===== config.mk =====
export PLATFORM = sky130hd
export DESIGN_NAME = bcd_conv_arbiter
export DESIGN_NICKNAME = d
export VERILOG_FILES = /design/src/rtl/bcd_conv_arbiter.sv
export SDC_FILE = /design/constraint.sdc
export NUM_CORES = 1
export LEC_CHECK = 0
export CORE_MARGIN = 2
export CORE_UTILIZATION = 55
export DETAILED_ROUTE_END_ITERATION = 8
export GPL_ROUTABILITY_DRIVEN = 1
export GPL_TIMING_DRIVEN = 0
export PLACE_DENSITY_LB_ADDON = 0.1
export SYNTH_ARGS = -nofsm -noshare
export SYNTH_HDL_FRONTEND = slang
export SYNTH_SLANG_ARGS = --single-unit
export TNS_END_PERCENT = 30

===== constraint.sdc =====
create_clock -name ClkPort -period 4.2 [get_ports ClkPort]
set_input_delay 0.63 -clock ClkPort [delete_from_list [all_inputs] [get_ports ClkPort]]
set_output_delay 0.63 -clock ClkPort [all_outputs]
set_load 0.005 [all_outputs]

===== src/rtl/bcd_conv_arbiter.sv =====
// bcd_conv_arbiter: one shared double-dabble binary-to-BCD engine serving
// two requesters (player A / player B operands). A request is granted in
// IDLE, the operand is converted over WIDTH shift cycles, and the result is
// written to the requester's BCD register together with a one-cycle ack.
// Optional feature macro: BCD_ARB_RR_EN
//   defined   -> round-robin arbitration between simultaneous requests
//   undefined -> fixed priority, requester A wins
module bcd_conv_arbiter #(
  parameter int WIDTH  = 8,
  parameter int DIGITS = 3
) (
  input  logic                  ClkPort,
  input  logic                  Reset,
  input  logic                  reqA,
  input  logic [WIDTH-1:0]      binA,
  output logic                  ackA,
  output logic [4*DIGITS-1:0]   bcdA,
  input  logic                  reqB,
  input  logic [WIDTH-1:0]      binB,
  output logic                  ackB,
  output logic [4*DIGITS-1:0]   bcdB,
  output logic                  busy,
  output logic                  grant
);

  localparam int BCDW = 4 * DIGITS;
  localparam int CNTW = $clog2(WIDTH + 1);
  localparam logic [CNTW-1:0] CNT_LAST = CNTW'(WIDTH - 1);

  typedef enum logic [1:0] {
    IDLE  = 2'd0,
    SHIFT = 2'd1,
    DONE  = 2'd2
  } state_t;

  state_t              state;
  logic [WIDTH-1:0]    shift_reg;
  logic [BCDW-1:0]     digits;
  logic [CNTW-1:0]     iter_cnt;

  logic                elig_a;
  logic                elig_b;
  logic                pick_b;
  logic [BCDW-1:0]     digits_adj;
  logic [BCDW-1:0]     digits_next;
  logic [WIDTH-1:0]    shift_next;

  // A requester is only eligible when it is not in its own ack cycle, so the
  // just-served side cannot be re-granted before it sees the acknowledge.
  assign elig_a = reqA & ~ackA;
  assign elig_b = reqB & ~ackB;

`ifdef BCD_ARB_RR_EN
  // Last-served pointer: 1 = B, 0 = A. Starts at B so A wins the first tie.
  logic last_served;

  assign pick_b = elig_b & (~elig_a | ~last_served);

  // Record which side was granted each time a new conversion starts.
  always_ff @(posedge ClkPort or posedge Reset) begin
    if (Reset) begin
      last_served <= 1'b1;
    end else if (state == IDLE && (elig_a || elig_b)) begin
      last_served <= pick_b;
    end
  end
`else
  assign pick_b = elig_b & ~elig_a;
`endif

  // Add-3 correction: every digit above 4 gets +3 before the shift so the
  // following doubling carries correctly into the next decimal digit.
  always_comb begin
    digits_adj = digits;
    for (int i = 0; i < DIGITS; i++) begin
      if (digits[4*i +: 4] > 4'd4) begin
        digits_adj[4*i +: 4] = digits[4*i +: 4] + 4'd3;
      end
    end
  end

  // One double-dabble step: the corrected digits and the binary operand
  // shift left together; the operand MSB enters digit 0.
  assign {digits_next, shift_next} = {digits_adj, shift_reg} << 1;

  assign busy = (state != IDLE);

  // Main FSM: grant in IDLE, WIDTH shift iterations, then publish the result
  // and pulse the ack of the granted requester.
  always_ff @(posedge ClkPort or posedge Reset) begin
    if (Reset) begin
      state     <= IDLE;
      shift_reg <= '0;
      digits    <= '0;
      iter_cnt  <= '0;
      grant     <= 1'b0;
      ackA      <= 1'b0;
      ackB      <= 1'b0;
      bcdA      <= '0;
      bcdB      <= '0;
    end else begin
      ackA <= 1'b0;
      ackB <= 1'b0;
      case (state)
        IDLE: begin
          if (elig_a || elig_b) begin
            grant     <= pick_b;
            shift_reg <= pick_b ? binB : binA;
            digits    <= '0;
            iter_cnt  <= '0;
            state     <= SHIFT;
          end
        end
        SHIFT: begin
          digits    <= digits_next;
          shift_reg <= shift_next;
          iter_cnt  <= iter_cnt + 1'b1;
          if (iter_cnt == CNT_LAST) begin
            state <= DONE;
          end
        end
        DONE: begin
          if (grant) begin
            bcdB <= digits;
            ackB <= 1'b1;
          end else begin
            bcdA <= digits;
            ackA <= 1'b1;
          end
          state <= IDLE;
        end
        default: begin
          state <= IDLE;
        end
      endcase
    end
  end

endmodule


==> flow_metrics.env, run 1 <==
export IMPL_status="finished clean"
export IMPL_yosysWarningCount=0
export IMPL_yosys_area_top_type="dfrtp_1"
export IMPL_rows=24
export IMPL_p_leak_nw=1.44
export IMPL_wl_per_cell_um=15.6
export IMPL_hold_ws_ps=482
export IMPL_grt_overflow=0
export IMPL_cp_data_arrival_time_ps=1600
export IMPL_setup_slack_ps=1970
export IMPL_cts_buffer_depth=2
export IMPL_slew_viol_final=0
export IMPL_slew_headroom_pct=47.2
export IMPL_min_period_ps=2230
export IMPL_cp_slowest_cell="clkdlybuf4s50_1"
export IMPL_io_pins=48
export IMPL_drt_first_pass_iters=4
export IMPL_synth_cell_area_sq_um=2420
export IMPL_syn_inst=202
export IMPL_cp_start_kind="register"
export IMPL_cts_hold_buf=0
export IMPL_max_clock_freq_mhz=448
export IMPL_skew_ps=5.68
export IMPL_ys_top_cells_by_area="dfrtp_1 (55%), mux2_2 (8.9%), o21ai_0 (4.8%)"
export IMPL_worst_pin_slew_ps=789
export IMPL_peakVddDrop_mv=0.315
export IMPL_viasPerCell=5.70
export IMPL_combinationalPowerShare_pct=40.5
export IMPL_ant_nets=0
export IMPL_worstPathBufferInverterCount=2
export IMPL_gp_congestion=0.754
export IMPL_die_area_sq_um=4940
export IMPL_critical_path_class="reg2out"
export IMPL_seqPwrFrac_pct=44.1
export IMPL_start_util_pct=56.3
export IMPL_tns_ps=0
export IMPL_path_max_fanout=9
export IMPL_vias=1761
export IMPL_setup_viol=0
export IMPL_min_delay_start="bcdB[5]$_DFFE_PP0P_"
export IMPL_rr_worst_depth=4
export IMPL_final_fill_count=337
export IMPL_rsz0062_at_grt="false"
export IMPL_io_buffers=47
export IMPL_place_hpwl_mm=3.37
export IMPL_cts_resized_gates=0
export IMPL_maxCapViolCount=0
export IMPL_cts_tree="built"
export IMPL_yosys_area_top_type_share_pct=54.9
export IMPL_die_width_um=70.3
export IMPL_die_y_um=70.3
export IMPL_r2r_start="state[1]$_DFFE_PP0P_"
export IMPL_clk_pin_slew_ps=90
export IMPL_cts_htree_levels=2
export IMPL_drive_gt1_share_pct=16.3
export IMPL_grt_max_degree=33
export IMPL_required_ps=3570
export IMPL_grt_usage_pct=20.8
export IMPL_area_growth_pct=26.6
export IMPL_synth_nets=226
export IMPL_power_total_mw=1.87
export IMPL_avgSynthCellArea_sq_um=12.0
export IMPL_fin_util_pct=71.2
export IMPL_cp_slowest_stage_delay_ps=460
export IMPL_final_hold_viol_count=0
export IMPL_r2r_end="shift_reg[7]$_DFFE_PP0P_"
export IMPL_min_to="bcdB[5]$_DFFE_PP0P_"
export IMPL_root_buffer="clkbuf_8"
export IMPL_switching_share_pct=33.4
export IMPL_wl_mm=4.81
export IMPL_grt_pass1_vias=1627
export IMPL_antenna_found_initial=0
export IMPL_largestRegisters="bcdA x12, bcdB x12, digits x12"
export IMPL_p_int_mw=1.25
export IMPL_dp_slack_ps=2070
export IMPL_cts_sinks=53
export IMPL_pwr_share_clk_pct=15.4
export IMPL_power_switching_mw=0.625
export IMPL_path_cells="buf_6 -> or2_2 -> clkdlybuf4s50_1"
export IMPL_end_kind="primary output"
export IMPL_min_path_cells=2
export IMPL_drt_iter0_drc=170
export IMPL_yosys_register_bits=53
export IMPL_p_per_area_nw_per_um2=612
export IMPL_holdCritPathClass="reg2reg"
export IMPL_period_share_pct=53.1
export IMPL_ys_types=35
export IMPL_cp_top_family="buffers and inverters"
export IMPL_core_area_sq_um=4290
export IMPL_antenna_cells=0
export IMPL_post_route_drc_count=0
export IMPL_seq_area_frac_synth_pct=54.9
export IMPL_grt_pass1_wl_mm=8.09
export IMPL_nets=281
export IMPL_rrSetupSlack_ps=2620
export IMPL_cts_buffers=5
export IMPL_clock_latency_ps=300
export IMPL_post_cts_setup_buffer_count=0
power groups by stage:
stage | registers [mW] | logic [mW] | clock network (mW)
final | 0.825 | 0.759 | 0.288
after global routing | 0.855 | 0.841 | 0.314
after CTS | 0.826 | 0.765 | 0.292
after detailed placement | 0.836 | 0.761 | 0
after global placement | 0.831 | 0.739 | 0
after floorplan | 0.809 | 0.480 | 0
area by class of cell:
class / instances / area, sq um / area share (%)
clock buffer: 7 / 86.3 / 2.82
timing repair buffer: 48 / 490 / 16.0
multi-input combinational: 126 / 966 / 31.6
buffer: 10 / 75.1 / 2.45
tap: 52 / 65.1 / 2.13
inverter: 13 / 48.8 / 1.60
sequential: 53 / 1330 / 43.4
synth_stat cells:
| cell type | number |
|---|---|
| dfrtp_1 | 53 |
| o21ai_0 | 23 |
| mux2_2 | 19 |
| inv_1 | 13 |
| nand2_1 | 11 |
| a32oi_1 | 8 |
| mux2i_1 | 7 |
| nor2_1 | 7 |
| a211o_1 | 5 |
| nor4_1 | 5 |
| ha_1 | 4 |
| nand2b_1 | 4 |
| nor2b_1 | 4 |
| or3_1 | 4 |
| a32o_1 | 3 |
| buf_2 | 3 |
| buf_4 | 3 |
| buf_6 | 3 |
| o211a_1 | 3 |
| o22ai_1 | 3 |
| a22o_1 | 2 |
| and3_1 | 2 |
| a21oi_2 | 1 |
| a31o_1 | 1 |
| clkbuf_1 | 1 |
| nand3_1 | 1 |
| nand3b_1 | 1 |
| nand3b_2 | 1 |
| nor3_1 | 1 |
| nor3b_2 | 1 |
| nor4b_2 | 1 |
| nor4b_4 | 1 |
| o31ai_1 | 1 |
| or2_2 | 1 |
| xor2_1 | 1 |
metrics by stage:
step,instance area (sq um),instances
after floorplan,2420,202
after global placement,2950,301
after detailed placement,2970,302
after CTS,3060,309
after global routing,3060,309
final,3060,309
worst max path at each step:
stage | from | endpoint | slack [ps] | cells after the start
final | state[1]$_DFFE_PP0P_ | busy | 1970 | 3
after global routing | state[0]$_DFFE_PP0P_ | busy | 1930 | 3
after CTS | state[1]$_DFFE_PP0P_ | busy | 1960 | 3
after detailed placement | reqA | shift_reg[7]$_DFFE_PP0P_ | 2070 | 4
after global placement | Reset | bcdA[7]$_DFFE_PP0P_ | 1310 | 2
after floorplan | Reset | ackA$_DFF_PP0_ | 2280 | 1
cells by family after synthesis:
| family | synth area share [%] |
|---|---|
| AO/OA/AOI/OAI | 14.5 |
| XOR/XNOR | 0.363 |
| adder cells (fa/ha/maj) | 2.07 |
| buffers and inverters | 5.13 |
| flip-flops | 54.9 |
| multiplexers | 11.8 |
| AND/OR/NAND/NOR | 11.3 |
layout by cell type (no fill, tap or decap), types with 2 or more instances in the layout:
cell	n
mux2_2	19
clkbuf_8	6
a32o_1	3
mux2i_1	7
nor2_1	7
a211o_1	5
or3_1	4
inv_1	12
buf_6	3
dfrtp_1	53
o21ai_0	23
nand2_1	11
clkbuf_1	2
o211a_1	3
clkdlybuf4s50_1	47
nor2b_1	4
a32oi_1	8
a22o_1	2
buf_2	3
o22ai_1	3
nor4_1	5
buf_4	3
ha_1	4
nand2b_1	4
and3_1	2
worst min-delay path: cells and delay by family (launching register included):
kind	cells	cell delay, ps
and+or+nand+nor	1	40
DFF	1	350
AOI/OAI and AO/OA	1	60
layer usage:
metal | global-route usage (%) | wire length (um) | vias up
li1 | - | - | 852
met1 | 29.2 | 2220 | 869
met2 | 33.1 | 2390 | 33
met3 | 3.46 | 134 | 7
met4 | 6.41 | 60 | 0
met5 | 0 | 0 | -
No activity file was read; power rests on OpenSTA's default activity.
==> run 2: changes to the inputs <==
- CORE_UTILIZATION: 55 -> 46
- clock period: 4.2 -> 1.8 ns (I/O delays scaled with it)
==> run 2 against run 1 <==
Net effect: sequential share of layout area is 0.72 points lower; clock skew is 1.9 ps higher; die area rose by 18%; design area up 1.7%; combinational power up 130%; clock power rose to 2.9 times the previous value; largest cell class unchanged; worst hold slack lost 260 ps; power is 140% higher; setup slack worse by 1900 ps; critical path depth did not move; sequential power is 130% higher; global-route usage down 1.4 points.
==> flow_metrics.env, run 2 (synthesis gave the netlist of run 1 again) <==
export IMPL_status="finished clean"
export IMPL_path_max_fanout=9
export IMPL_antenna_found_initial=0
export IMPL_grt_max_degree=41
export IMPL_cts_sinks=53
export IMPL_fin_util_pct=61.3
export IMPL_regArea_sq_um=1330
export IMPL_final_common_cell="dfrtp_1"
export IMPL_nets=281
export IMPL_multi_input_area_sq_um=966
export IMPL_area_growth_pct=28.7
export IMPL_period_share_pct=94.0
export IMPL_end_kind="primary output"
export IMPL_dp_slack_ps=-9.01
export IMPL_cts_htree_levels=2
export IMPL_vias=1763
export IMPL_grt_pass1_vias=1815
export IMPL_io_pins=48
export IMPL_viasPerCell=5.38
export IMPL_setup_slack_ps=108
export IMPL_peakVddDrop_mv=0.885
export IMPL_wl_mm=5.14
export IMPL_ant_nets=0
export IMPL_root_buffer="clkbuf_8"
export IMPL_p_leak_nw=1.45
export IMPL_gp_congestion=0.789
export IMPL_post_cts_setup_buffer_count=0
export IMPL_dpl_instance_area_sq_um=2990
export IMPL_holdCritPathClass="in2async"
export IMPL_grt_usage_pct=19.3
export IMPL_worst_pin_slew_ps=887
export IMPL_cts_resized_gates=1
export IMPL_skew_ps=7.54
export IMPL_post_route_drc_count=0
export IMPL_design_area_sq_um=3110
export IMPL_cts_buffer_depth=2
export IMPL_layout_common_cells="dfrtp_1 (53), clkdlybuf4s50_1 (46), o21ai_0 (23)"
export IMPL_start_util_pct=47.6
export IMPL_rows=26
export IMPL_io_buffers=47
export IMPL_maxCapViolCount=0
export IMPL_critical_path_class="reg2out"
export IMPL_max_clock_freq_mhz=591
export IMPL_cts_hold_buf=0
export IMPL_cts_buffers=5
export IMPL_die_area_sq_um=5850
export IMPL_place_hpwl_mm=3.58
export IMPL_setup_viol=0
export IMPL_p_per_area_nw_per_um2=1460
export IMPL_drt_first_pass_iters=4
export IMPL_required_ps=1530
export IMPL_die_y_um=76.5
export IMPL_antenna_cells=0
export IMPL_die_width_um=76.5
export IMPL_final_fill_count=459
export IMPL_rr_worst_depth=4
export IMPL_clk_pin_slew_ps=90
export IMPL_grt_overflow=0
export IMPL_drt_iter0_drc=126
export IMPL_largestRegisters="bcdA x12, bcdB x12, digits x12"
export IMPL_wl_per_cell_um=15.7
export IMPL_slew_headroom_pct=40.7
export IMPL_clock_latency_ps=310
export IMPL_core_area_sq_um=5070
export IMPL_cp_data_arrival_time_ps=1420
export IMPL_min_period_ps=1690
export IMPL_slew_viol_final=0
export IMPL_cp_start_kind="register"
export IMPL_final_hold_viol_count=0
export IMPL_rsz0062_at_grt="false"
export IMPL_grt_pass1_wl_mm=8.87
export IMPL_drive_gt1_share_pct=16.7
export IMPL_tns_ps=0
export IMPL_cts_tree="built"
## run 2: cell types whose count changed in the layout (fill, tap and decap cells not counted), sizes merged
cell           previous run  this run
bufinv                    0         1
clkdlybuf4s50            47        46
dlygate4sd2               0         1
## run 2: cell type report
type                            count  area share [%]
Sequential cell                    53            42.7
Clock inverter                      1           0.966
Multi-Input combinational cell    126            31.1
Clock buffer                        7            2.78
Buffer                             10            2.41
Inverter                           13            1.57
Timing Repair Buffer               48            15.7
Tap cell                           70            2.82
## run 2: layer usage
| metal | GRT usage [%] | part of all wire [%] |
|---|---|---|
| met2 | 30.9 | 48 |
| met5 | 0 | 0 |
| met1 | 26.1 | 47 |
| met3 | 5.09 | 3.2 |
| met4 | 5.45 | 1.1 |
## run 2: power by group
part	internal, mW	leakage [nW]	switching [mW]	total (mW)
combinational	0.994	0.689	0.784	1.78
sequential	1.60	0.704	0.324	1.93
clock	0.454	0.0585	0.390	0.844
total	3.05	1.45	1.50	4.55
## run 2: worst paths after layout
kind	from	end	slack, ps
hold / removal	Reset	iter_cnt[1]$_DFFE_PP0P_	220
setup reg to reg	state[1]$_DFFE_PP0P_	shift_reg[7]$_DFFE_PP0P_	150
hold reg to reg	iter_cnt[3]$_DFFE_PP0P_	state[1]$_DFFE_PP0P_	480
setup / recovery	state[1]$_DFFE_PP0P_	busy	110
max in group asynchronous	Reset	shift_reg[6]$_DFFE_PP0P_	1080
min in group ClkPort	iter_cnt[3]$_DFFE_PP0P_	state[1]$_DFFE_PP0P_	480
## run 2: worst max-delay path, cell delays in order, from the launching register on
cell and delay, ps:
dfrtp_1 380, buf_6 140, or2_2 310, dlygate4sd2_1 280
## run 2: metrics by stage
stage	power (mW)	cells	hold slack [ps]
after global routing	4.90	328	270
final	4.55	328	219
after detailed placement	3.75	320	470
after CTS	4.59	328	225
after floorplan	3.01	202	397
after global placement	3.69	319	462
==> run 3: changes to the inputs <==
- CTS_CLUSTER_SIZE: unset -> 10
==> results of run 3 <==
Same layout as run 2: the final DEF is identical, and so are final timing and power.
